--- src/rtl/rv32i_pkg.sv ---
// Shared RV32I definitions: reset/bubble defaults, fetch FSM encoding and the
// IF/ID payload record.
package rv32i_pkg;

  localparam logic [31:0] RESET_PC_DEFAULT  = 32'h0000_0000;
  localparam logic [31:0] NOP_INSTR_DEFAULT = 32'h0000_0013;

  typedef enum logic [1:0] {
    FETCH_RUN  = 2'd0,
    FETCH_HOLD = 2'd1,
    FETCH_DROP = 2'd2
  } fetch_state_e;

  typedef struct packed {
    logic [31:0] instr;
    logic [31:0] pc;
    logic [31:0] pcPlus4;
  } if_id_t;

endpackage

--- src/rtl/rv32i_fetch_if.sv ---
// Instruction-memory request/response bus between the fetch stage (master)
// and the instruction memory (slave).
interface rv32i_fetch_if;

  logic        imem_req;
  logic [31:0] imem_addr;
  logic        imem_rvalid;
  logic [31:0] imem_rdata;

  modport master (
    output imem_req,
    output imem_addr,
    input  imem_rvalid,
    input  imem_rdata
  );

  modport slave (
    input  imem_req,
    input  imem_addr,
    output imem_rvalid,
    output imem_rdata
  );

endinterface

--- src/rtl/if_id_reg.sv ---
// IF/ID pipeline register; flush loads a bubble and wins over a disabled
// (stalled) register.
module if_id_reg
  import rv32i_pkg::*;
#(
  parameter logic [31:0] NOP_INSTR = NOP_INSTR_DEFAULT
) (
  input  logic        clk,
  input  logic        rst_n,
  input  logic        enable,
  input  logic        flush,
  input  if_id_t      data,
  output logic [31:0] InstrD,
  output logic [31:0] PCD,
  output logic [31:0] PCPlus4D
);

  localparam if_id_t BUBBLE = '{instr: NOP_INSTR, pc: 32'd0, pcPlus4: 32'd0};

  if_id_t ifId_q;

  always_ff @(posedge clk or negedge rst_n) begin
    if (!rst_n) begin
      ifId_q <= BUBBLE;
    end else if (flush) begin
      ifId_q <= BUBBLE;
    end else if (enable) begin
      ifId_q <= data;
    end
  end

  assign InstrD   = ifId_q.instr;
  assign PCD      = ifId_q.pc;
  assign PCPlus4D = ifId_q.pcPlus4;

endmodule

--- src/rtl/rv32i_fetch.sv ---
// RV32I fetch stage: PC register, single-outstanding instruction-memory
// request FSM (RUN/HOLD/DROP), one-entry hold buffer and the IF/ID register.
module rv32i_fetch
  import rv32i_pkg::*;
#(
  parameter logic [31:0] RESET_PC  = RESET_PC_DEFAULT,
  parameter logic [31:0] NOP_INSTR = NOP_INSTR_DEFAULT
) (
  input  logic          clk,
  input  logic          rst_n,
  rv32i_fetch_if.master imem,
  input  logic          StallD,
  input  logic          FlushD,
  input  logic          PCSrcE,
  input  logic [31:0]   PCTargetE,
  output logic [31:0]   InstrD,
  output logic [31:0]   PCD,
  output logic [31:0]   PCPlus4D,
  output logic          FetchBusyF
);

  localparam if_id_t BUBBLE = '{instr: NOP_INSTR, pc: 32'd0, pcPlus4: 32'd0};

  fetch_state_e state_q, state_d;
  logic [31:0]  pcF_q, pcF_d;
  logic [31:0]  target_q, target_d;
  if_id_t       hold_q, hold_d;

  logic [31:0]  pcPlus4F;
  if_id_t       fetched;
  if_id_t       deliver;
  logic         deliverValid;
  if_id_t       ifIdData;

  assign pcPlus4F = pcF_q + 32'd4;
  assign fetched  = '{instr: imem.imem_rdata, pc: pcF_q, pcPlus4: pcPlus4F};

  // The request stays up (address = PCF) in RUN and DROP; HOLD parks the bus.
  assign imem.imem_req  = (state_q != FETCH_HOLD);
  assign imem.imem_addr = pcF_q;
  assign FetchBusyF     = (imem.imem_req && !imem.imem_rvalid) || (state_q == FETCH_DROP);

  always_comb begin
    state_d      = state_q;
    pcF_d        = pcF_q;
    target_d     = target_q;
    hold_d       = hold_q;
    deliverValid = 1'b0;
    deliver      = fetched;
    unique case (state_q)
      FETCH_RUN: begin
        if (imem.imem_rvalid) begin
          if (PCSrcE) begin
            pcF_d = PCTargetE;
          end else begin
            pcF_d = pcPlus4F;
            if (StallD) begin
              hold_d  = fetched;
              state_d = FETCH_HOLD;
            end else begin
              deliverValid = 1'b1;
            end
          end
        end else if (PCSrcE) begin
          target_d = PCTargetE;
          state_d  = FETCH_DROP;
        end
      end
      FETCH_HOLD: begin
        if (PCSrcE) begin
          pcF_d   = PCTargetE;
          state_d = FETCH_RUN;
        end else if (!StallD) begin
          deliver      = hold_q;
          deliverValid = 1'b1;
          state_d      = FETCH_RUN;
        end
      end
      FETCH_DROP: begin
        // A redirect arriving alongside the stale response is the newest target.
        if (PCSrcE) begin
          target_d = PCTargetE;
        end
        if (imem.imem_rvalid) begin
          pcF_d   = PCSrcE ? PCTargetE : target_q;
          state_d = FETCH_RUN;
        end
      end
      default: begin
        state_d = FETCH_RUN;
      end
    endcase
  end

  always_ff @(posedge clk or negedge rst_n) begin
    if (!rst_n) begin
      state_q  <= FETCH_RUN;
      pcF_q    <= RESET_PC;
      target_q <= 32'd0;
      hold_q   <= BUBBLE;
    end else begin
      state_q  <= state_d;
      pcF_q    <= pcF_d;
      target_q <= target_d;
      hold_q   <= hold_d;
    end
  end

  assign ifIdData = deliverValid ? deliver : BUBBLE;

  if_id_reg #(
    .NOP_INSTR (NOP_INSTR)
  ) u_if_id_reg (
    .clk      (clk),
    .rst_n    (rst_n),
    .enable   (!StallD),
    .flush    (FlushD),
    .data     (ifIdData),
    .InstrD   (InstrD),
    .PCD      (PCD),
    .PCPlus4D (PCPlus4D)
  );

endmodule

--- src/flat_wrapper.sv ---
// flat-port wrapper written by rule: the top's interface ports become plain ports
module rv32i_fetch_flat import rv32i_pkg::*;
#(
  parameter logic [31:0] RESET_PC  = RESET_PC_DEFAULT,
  parameter logic [31:0] NOP_INSTR = NOP_INSTR_DEFAULT
)
  (clk, rst_n, StallD, FlushD, PCSrcE, PCTargetE, InstrD, PCD, PCPlus4D, FetchBusyF, imem_imem_req, imem_imem_addr, imem_imem_rvalid, imem_imem_rdata);
  rv32i_fetch_if imem_i ();
  input  logic clk;
  input  logic rst_n;
  input  logic StallD;
  input  logic FlushD;
  input  logic PCSrcE;
  input  logic [31:0] PCTargetE;
  output logic [31:0] InstrD;
  output logic [31:0] PCD;
  output logic [31:0] PCPlus4D;
  output logic FetchBusyF;
  output wire logic [$bits(imem_i.imem_req)-1:0] imem_imem_req;
  output wire logic [$bits(imem_i.imem_addr)-1:0] imem_imem_addr;
  input wire logic [$bits(imem_i.imem_rvalid)-1:0] imem_imem_rvalid;
  input wire logic [$bits(imem_i.imem_rdata)-1:0] imem_imem_rdata;
  assign imem_imem_req = imem_i.imem_req;
  assign imem_imem_addr = imem_i.imem_addr;
  assign imem_i.imem_rvalid = imem_imem_rvalid;
  assign imem_i.imem_rdata = imem_imem_rdata;
  rv32i_fetch #(.RESET_PC(RESET_PC), .NOP_INSTR(NOP_INSTR)) u_core (.clk(clk), .rst_n(rst_n), .imem(imem_i), .StallD(StallD), .FlushD(FlushD), .PCSrcE(PCSrcE), .PCTargetE(PCTargetE), .InstrD(InstrD), .PCD(PCD), .PCPlus4D(PCPlus4D), .FetchBusyF(FetchBusyF));
endmodule
--- config.mk ---
export PLATFORM = sky130hd
export DESIGN_NAME = rv32i_fetch_flat
export DESIGN_NICKNAME = d
export VERILOG_FILES = /design/src/rtl/rv32i_pkg.sv /design/src/rtl/rv32i_fetch_if.sv /design/src/rtl/if_id_reg.sv /design/src/rtl/rv32i_fetch.sv /design/src/flat_wrapper.sv
export SDC_FILE = /design/constraint.sdc
export NUM_CORES = 1
export LEC_CHECK = 0
export BUFFER_PORTS_ARGS = -buffer_cell sky130_fd_sc_hd__buf_2
export CORE_MARGIN = 8
export CORE_UTILIZATION = 50
export CTS_BUF_LIST = sky130_fd_sc_hd__clkbuf_4 sky130_fd_sc_hd__clkbuf_8 sky130_fd_sc_hd__clkbuf_16
export DETAILED_ROUTE_END_ITERATION = 16
export MAX_ROUTING_LAYER = met4
export PLACE_DENSITY = 0.72
export RECOVER_POWER = 100
export SYNTH_ARGS = -nofsm -noshare
export SYNTH_HDL_FRONTEND = slang
export SYNTH_HIERARCHICAL = 1
export SYNTH_SLANG_ARGS = --single-unit
export TNS_END_PERCENT = 10
--- constraint.sdc ---
create_clock -name clk -period 2.3 [get_ports clk]
set_clock_uncertainty 0.2 [all_clocks]
set_input_delay 0.46 -clock clk [delete_from_list [all_inputs] [get_ports clk]]
set_output_delay 0.46 -clock clk [all_outputs]
set_load 0.03 [all_outputs]
Word level (Yosys, flattened, before mapping)
Index checks and enable logic that the tools add are counted.
W data, S select, Z words.
- register bits after elaboration: 258
- input port bits: 70
- output and inout port bits: 130
- word-level logic and storage cells: 58
- add/sub/neg operators: 1
- eq/ne operators: 12
- multiplexer cells: 25
- bitwise logic cells: 1
- reductions and logical operators: 10
- operator list (operator ; number):
    $mux W96 ; 5
    $mux W32 ; 6
    $pmux W32 S3 ; 1
    $pmux W32 S2 ; 1
    $add A32 B3 Y32 const B ; 1
    $mux W2 ; 7
    $ne A3 B3 Y1 const B ; 4
    $ne A2 B2 Y1 const B ; 4
    $reduce_and A4 Y1 ; 2
    $pmux W2 S3 ; 1
    $reduce_and A5 Y1 ; 1
    $ne A2 B1 Y1 const B ; 2
    $mux W1 ; 3
    $reduce_bool A3 Y1 ; 1
    $eq A2 B1 Y1 const B ; 1
    $eq A2 B2 Y1 const B ; 1
    $logic_not A2 Y1 ; 1
    $pmux W1 S2 ; 1
    $reduce_and A2 Y1 ; 1
    $reduce_bool A2 Y1 ; 1
    $logic_and A1 B1 Y1 ; 1
    $logic_not A1 Y1 ; 1
    $logic_or A1 B1 Y1 ; 1
    $not A1 Y1 ; 1

Logic depth before layout (Yosys ltp)
Gate-level depths: netlist of the first run.
- depth after elaboration: 7
- gate-level depth with buffers: 11
- depth with buffers taken out: 9

Cells and area by module
The synthesis of the first run kept the hierarchy.
- modules (own cells, without submodules) (module ; instances ; cells an instance ; area an instance (um^2) ; sequential area each (um^2)):
    rv32i_fetch ; 1 ; 1069 ; 9034.9 ; 4057.6
    if_id_reg ; 1 ; 310 ; 3917.5 ; 2406.1

Worst setup path before layout of the first run
OpenSTA, ideal clock, no wires.
- path type: reg-to-output
- from: register u_core.state_q[0]
- to: output FetchBusyF
- data arrival time: 1630 ps
- data required time: 1640 ps
- path slack: 10 ps
- cell stages (with the launch flop): 7
- path buffers: 3
- path through: dfrtp_1 -> inv_1 -> ha_1 -> clkbuf_1 -> buf_2 -> buf_1 -> o21bai_1
- word-level cells in the longest chain between the ends: 3
- elaborated cells on any way between the ends: 4
- those cells by class: eq/ne: 2; reduce/logical: 2
- ends and longest elaborated chain (item ; line ; source):
    start: declaration ; rv32i_fetch.sv:24 ; fetch_state_e state_q, state_d;
    start signal: assignment ; rv32i_fetch.sv:102 ; state_q <= state_d;
    $ne A2 B1 Y1 ; rv32i_fetch.sv:39 ; assign imem.imem_req = (state_q != FETCH_HOLD);
    $logic_and A1 B1 Y1 ; rv32i_fetch.sv:41 ; assign FetchBusyF = (imem.imem_req && !imem.imem_rvalid) || (state_q == FETCH_DROP);
    $logic_or A1 B1 Y1 * ; rv32i_fetch.sv:41 ;
    end: declaration ; flat_wrapper.sv:18 ; output logic FetchBusyF;
Mark *: on every way between the ends. The rest lies on a longest branch, timed or not.

Worst setup path in the final report of the first run
- from: register u_core.state_q[1]
- to: output FetchBusyF
Same word-level chain as after synthesis.

==> results of run 1 <==
## placed cells by master, fill, tap and decap left out, types with 4 or more instances in the layout
cell	n
a21o_1	4
a21oi_1	44
a21oi_2	8
a22o_1	4
a22oi_1	78
a2bb2oi_1	4
a31oi_1	8
and3_1	4
buf_12	18
buf_2	70
buf_4	80
buf_6	6
clkbuf_1	124
clkbuf_16	34
clkbuf_4	9
clkbuf_8	8
clkinv_2	4
dfrtp_1	251
dfstp_2	6
dlygate4sd3_1	64
inv_1	9
mux2_2	42
mux2i_1	99
nand2_1	301
nand3_1	11
nand4_1	14
nor2_1	174
nor2_2	4
nor2b_1	4
o21a_1	5
o21ai_0	55
o21ai_1	10
o22a_1	9
o22ai_1	10
xnor2_1	16
xor2_1	9
## layout make-up
class / instances / share of cell area
Inverter: 13 / 0.00339
Sequential cell: 258 / 0.389
Tap cell: 335 / 0.0252
Clock inverter: 6 / 0.00347
Multi-Input combinational cell: 991 / 0.363
Timing Repair Buffer: 372 / 0.161
Clock buffer: 46 / 0.0544
## flip-flops by register name, summed over array words and instances (netlist names)
signal                       count
u_core/imem.imem_addr           32
u_core/state_q                   2
u_core/hold_q                   96
u_core/u_if_id_reg/PCD          32
u_core/u_if_id_reg/InstrD       32
u_core/target_q                 32
u_core/u_if_id_reg/PCPlus4D     32
## metrics by stage
step	area (sq um)	std cells	TNS, ps	power (mW)	utilization
floorplan	13000	1379	0	11.5	-
global placement	14800	1892	0	14.1	0.575
detailed placement	14800	1892	-82.7	14.4	0.575
CTS	16500	2013	-88.6	19.2	0.640
global route	16600	2021	-1100	20.6	0.645
finish	16600	2021	-36.1	19.5	0.645
## routing by layer
layer  share of wire  vias to the layer above
met5               0                        -
met4           0.024                        0
met3           0.080                       70
met2            0.46                      513
met1            0.44                     5587
li1                -                     5302
## power by group
| part | switching, mW | internal [mW] |
|---|---|---|
| Combinational | 4.70 | 3.22 |
| Sequential | 1.02 | 6.00 |
| Clock | 1.80 | 2.78 |
| Total | 7.52 | 12.0 |
## worst max-delay path: cells and delay by family, from the launching register on
family                     cells  cell delay [ps]
adders and majority gates      1              180
DFF                            1              450
AOI/OAI and AO/OA              1              110
buffers and inverters          3              380
## what timing repair did
| item | CTS | global route |
|---|---|---|
| resized for setup | 10 | 40 |
| buffers inserted | 5 | 3 |
| hold endpoints to repair | 115 | 0 |
| endpoints found under the setup margin | 5 | 238 |
| hold buffers | 64 | 0 |
| gates cloned | 0 | 5 |
| pin swaps | 2 | 4 |
## logic make-up (layout without fill, tap and decap cells)
group,after synthesis,in the layout,synth area share
compound gates,271,271,0.136
mux,141,141,0.113
simple gates,547,547,0.179
buf+inv,130,437,0.0496
xor+xnor,28,28,0.0189
fa+ha+maj,4,4,0.00386
flops,258,258,0.499
## path summary, 6_finish.rpt
check | startpoint | end | cells after the start
min in group asynchronous | rst_n | u_core/u_if_id_reg/InstrD[6] | 2
min reg2reg | u_core/hold_q[64] | u_core/hold_q[64] | 2
max | u_core/state_q[1] | FetchBusyF | 5
max reg2reg | u_core/state_q[0] | u_core/imem.imem_addr[27] | 10
min | PCTargetE[11] | u_core/target_q[11] | 2
max in group asynchronous | rst_n | u_core/hold_q[64] | 3
==> flow_metrics.env, run 1 <==
export IMPL_cts_tree="yes"
export IMPL_grt_pass1_vias=11100
export IMPL_critPathMaxStageDelay_ps=450
export IMPL_met1_usage=0.339
export IMPL_vias=11500
export IMPL_ioPinCount=200
export IMPL_path_class="reg -> out"
export IMPL_numCtsBuffers=28
export IMPL_core_area_sq_um=25800
export IMPL_diodes=0
export IMPL_synth_async_reset_ratio=1.00
export IMPL_multi_input_area_sq_um=6030
export IMPL_finalWeightedCongestion=0.875
export IMPL_die_h_um=177
export IMPL_yosys_area_top_type_share=0.487
export IMPL_ys_types=66
export IMPL_antenna_found_initial=0
export IMPL_fp_dieW_um=177
export IMPL_status="complete, but fails checks"
export IMPL_grtUsageMet2=0.373
export IMPL_finalWorstSetupSlack_ps=-36.1
export IMPL_hold_viol_final=0
export IMPL_rrSetupSlack_ps=20
export IMPL_max_freq_mhz=428
export IMPL_hold_slack_ps=30.0
export IMPL_routedWlPerCell_um=19.7
export IMPL_seq_area_frac_synth=0.499
export IMPL_cp_arrival_ps=1680
export IMPL_synth_area_leaders="dfrtp_1, nand2_1, mux2i_1, nor2_1, a22oi_1"
export IMPL_grt_overflow=0
export IMPL_path_clk_slew_ps=60
export IMPL_drive_above_1_share=0.201
export IMPL_worst_path_max_delay_cell="dfrtp_1"
export IMPL_yosys_register_bits=258
export IMPL_p_leak_nw=7.68
export IMPL_yosys_warnings=6
export IMPL_cap_violations=0
export IMPL_setup_viol=1
export IMPL_clock_latency_ps=550
export IMPL_cp_end_kind="primary output"
export IMPL_crit_path_cell_trace="inv_2, ha_4, buf_12, o21bai_4, buf_6"
export IMPL_syn_cell_area_sq_um=13000
export IMPL_h_tree_depth=1
export IMPL_fin_nets=1738
export IMPL_worst_setup_path_start_kind="register"
export IMPL_syn_nets=1453
export IMPL_post_place_ws_ps=-36.7
export IMPL_powerDensity_nw_per_um2=1180
export IMPL_synth_edf_count=0
export IMPL_post_route_period_util=1.02
export IMPL_io_buffers=199
export IMPL_busiest_layer="met2"
export IMPL_synthTopCellsByCount="nand2_1, dfrtp_1, nor2_1"
export IMPL_ir_worst_vdd_mv=0.802
export IMPL_rsz0062_at_grt="true"
export IMPL_grt_pass1_wl_mm=61.4
export IMPL_synthFlopType="dfrtp_1"
export IMPL_grt_usage=0.247
export IMPL_yosysTopAreaCell="dfrtp_1"
export IMPL_viasPerCell=5.68
export IMPL_syn_area_per_cell_sq_um=9.39
export IMPL_use_met3=0.0446
export IMPL_drt_initial_drc_count=1132
export IMPL_clockBufferDepth=3
export IMPL_synth_most_common_cell="nand2_1"
export IMPL_worst_pin_slew_ps=1450
export IMPL_wl_mm=39.9
export IMPL_drc=0
export IMPL_grt_max_degree=81
export IMPL_hpwl_mm=26.2
export IMPL_violations="negative setup slack"
export IMPL_drv_slew=0
export IMPL_antenna_left=0
export IMPL_initial_utilization=0.503
export IMPL_syn_to_final_growth_pct=28.2
export IMPL_hp_class="in -> reg"
export IMPL_cts_sinks=258
export IMPL_nFillCells=2107
export IMPL_seq_area_sq_um=6460
export IMPL_maxSlewHeadroom=0.0362
export IMPL_root_buffer="clkbuf_16"
export IMPL_fin_crit_ps=2340
export IMPL_fp_row_count=59
export IMPL_syn_inst=1379
export IMPL_drt_pre_antenna_iters=5
export IMPL_die_area_sq_um=31300
export IMPL_required_ps=1640
export IMPL_cp_max_fo=4
(Power assumes the default switching activity.)
==> inputs of run 2 (changes only) <==
--- a/config.mk
+++ b/config.mk
@@ -5,13 +5,12 @@
 export SDC_FILE = /design/constraint.sdc
 export NUM_CORES = 1
 export LEC_CHECK = 0
-export BUFFER_PORTS_ARGS = -buffer_cell sky130_fd_sc_hd__buf_2
 export CORE_MARGIN = 8
 export CORE_UTILIZATION = 50
 export CTS_BUF_LIST = sky130_fd_sc_hd__clkbuf_4 sky130_fd_sc_hd__clkbuf_8 sky130_fd_sc_hd__clkbuf_16
 export DETAILED_ROUTE_END_ITERATION = 16
+export DONT_BUFFER_PORTS = 1
 export MAX_ROUTING_LAYER = met4
-export PLACE_DENSITY = 0.72
 export RECOVER_POWER = 100
 export SYNTH_ARGS = -nofsm -noshare
 export SYNTH_HDL_FRONTEND = slang
==> flow_metrics.env, run 2 (same netlist as run 1, synthesis figures left out) <==
export IMPL_status="complete, but fails checks"
export IMPL_setup_viol=1
export IMPL_r2r_start="u_core/state_q[1]"
export IMPL_max_freq_mhz=430
export IMPL_largest_register_ffs=96
export IMPL_clock_latency_ps=550
export IMPL_antenna_left=0
export IMPL_p_leak_nw=7.10
export IMPL_endpoint="FetchBusyF"
export IMPL_die_area_sq_um=31300
export IMPL_die_h_um=177
export IMPL_ir_worst_vdd_mv=0.847
export IMPL_drc=0
export IMPL_cts_tree="yes"
export IMPL_cap_violations=0
export IMPL_grt_usage=0.244
export IMPL_numCtsBuffers=30
export IMPL_hold_viol_final=354
export IMPL_finalWeightedCongestion=0.852
export IMPL_grt_overflow=0
export IMPL_fp_row_count=59
export IMPL_path_class="reg -> out"
export IMPL_antenna_found_initial=0
export IMPL_tns_ps=-27.9
export IMPL_fin_nets=1529
export IMPL_initial_utilization=0.503
export IMPL_crit_path_cell_trace="inv_2, ha_4, buf_6, o21bai_1, buf_4"
export IMPL_crit_start="u_core/state_q[1]"
export IMPL_drv_slew=0
export IMPL_io_buffers=0
export IMPL_drt_pre_antenna_iters=5
export IMPL_fin_crit_ps=2330
export IMPL_worst_path_max_delay_cell="dfrtp_1"
export IMPL_diodes=0
export IMPL_hold_buffers=66
export IMPL_rrSetupSlack_ps=30
export IMPL_wl_mm=37.9
export IMPL_reg2reg_depth=9
export IMPL_hpwl_mm=23.9
export IMPL_cts_sinks=258
export IMPL_clockBufferDepth=3
export IMPL_rsz0062_at_grt="true"
export IMPL_required_ps=1640
export IMPL_grt_max_degree=259
export IMPL_largest_register="u_core/hold_q"
export IMPL_syn_to_final_growth_pct=19.8
export IMPL_fp_dieW_um=177
export IMPL_root_buffer="clkbuf_16"
export IMPL_drive_above_1_share=0.157
export IMPL_maxSlewHeadroom=0.501
export IMPL_worst_setup_path_start_kind="register"
export IMPL_final_common_cell="nand2_1"
export IMPL_hold_slack_ps=-585
export IMPL_ioPinCount=200
export IMPL_power_mw=19.0
export IMPL_grt_pass1_vias=10200
export IMPL_nFillCells=2221
export IMPL_path_clk_slew_ps=60
export IMPL_final_area_sq_um=15500
export IMPL_r2r_end="u_core/imem.imem_addr[10]"
export IMPL_place_area_sq_um=13600
export IMPL_cp_arrival_ps=1670
export IMPL_finalWorstSetupSlack_ps=-27.9
export IMPL_worst_pin_slew_ps=739
export IMPL_hp_class="in -> async"
export IMPL_h_tree_depth=1
export IMPL_post_route_period_util=1.01
export IMPL_powerDensity_nw_per_um2=1220
export IMPL_cp_max_fo=8
export IMPL_routedWlPerCell_um=20.9
export IMPL_violations="negative hold slack, negative setup slack"
export IMPL_grt_pass1_wl_mm=59.8
export IMPL_final_cell_mix="nand2_1, dfrtp_1, nor2_1, mux2i_1, a22oi_1"
export IMPL_viasPerCell=5.74
export IMPL_cp_end_kind="primary output"
export IMPL_vias=10400
export IMPL_drt_initial_drc_count=974
export IMPL_core_area_sq_um=25800
export IMPL_critPathMaxStageDelay_ps=420
export IMPL_final_core_util=0.602
-- run 2: changes by cell type in the layout (fill, tap and decap cells not counted), moves of 5 or more --
cell	before	now
clkbuf_1	124	9
buf_4	80	39
buf_2	70	0
clkbuf_2	2	22
clkbuf_4	9	4
-- run 2: layout make-up --
cell class	count	area, sq um	share of cell area
clock inverter	13	123	0.00790
inverter	13	53.8	0.00347
tap	335	419	0.0270
timing repair buffer	161	1550	0.100
multi-input combinational	991	5990	0.386
clock buffer	42	908	0.0586
sequential	258	6470	0.417
-- run 2: critical path, delay by kind of cell (launching register included) --
kind	cells	cell delay [ps]
DFF	1	420
buffers and inverters	3	400
adders and majority gates	1	170
AOI/OAI and AO/OA	1	130
-- run 2: stage by stage --
step | hold slack (ps) | setup slack (ps) | cells
floorplan | -35.6 | 10.3 | 1379
global placement | -24.3 | -81.1 | 1680
detailed placement | -28.3 | -112 | 1680
CTS | -606 | -33.9 | 1804
global route | -612 | -112 | 1813
finish | -585 | -27.9 | 1813
-- run 2: what timing repair did --
| action | CTS | global route |
|---|---|---|
| setup buffers | 3 | 7 |
| pin swaps | 2 | 3 |
| endpoints found under the setup margin | 26 | 214 |
| gates resized for setup | 14 | 33 |
| gates cloned | 0 | 2 |
| endpoints found under the hold margin | 432 | 354 |
-- run 2: worst min path at each step --
| stage | slack, ps | to | cells past startpoint | startpoint |
|---|---|---|---|---|
| 2_1_floorplan | -40 | u_core/hold_q[0] | 0 | rst_n |
| 3_3_place_gp | -20 | u_core/u_if_id_reg/InstrD[5] | 0 | rst_n |
| 3_5_place_dp | -30 | u_core/u_if_id_reg/InstrD[6] | 0 | rst_n |
| 4_1_cts | -610 | u_core/imem.imem_addr[31] | 0 | rst_n |
| 5_1_grt | -610 | u_core/u_if_id_reg/InstrD[6] | 0 | rst_n |
| 6_report | -590 | u_core/u_if_id_reg/InstrD[6] | 0 | rst_n |
-- run 2: layer usage --
layer	track usage	share of wire	vias up
met4	0.0588	0.022	0
li1	-	-	4913
met5	-	0	-
met3	0.0602	0.079	50
met2	0.350	0.43	352
met1	0.343	0.47	5099
-- run 2: where the power goes --
group / total (mW) / switching, mW / internal [mW]
sequential: 7.12 / 1.12 / 6.00
combinational: 6.97 / 4.17 / 2.80
clock: 4.86 / 1.90 / 2.96
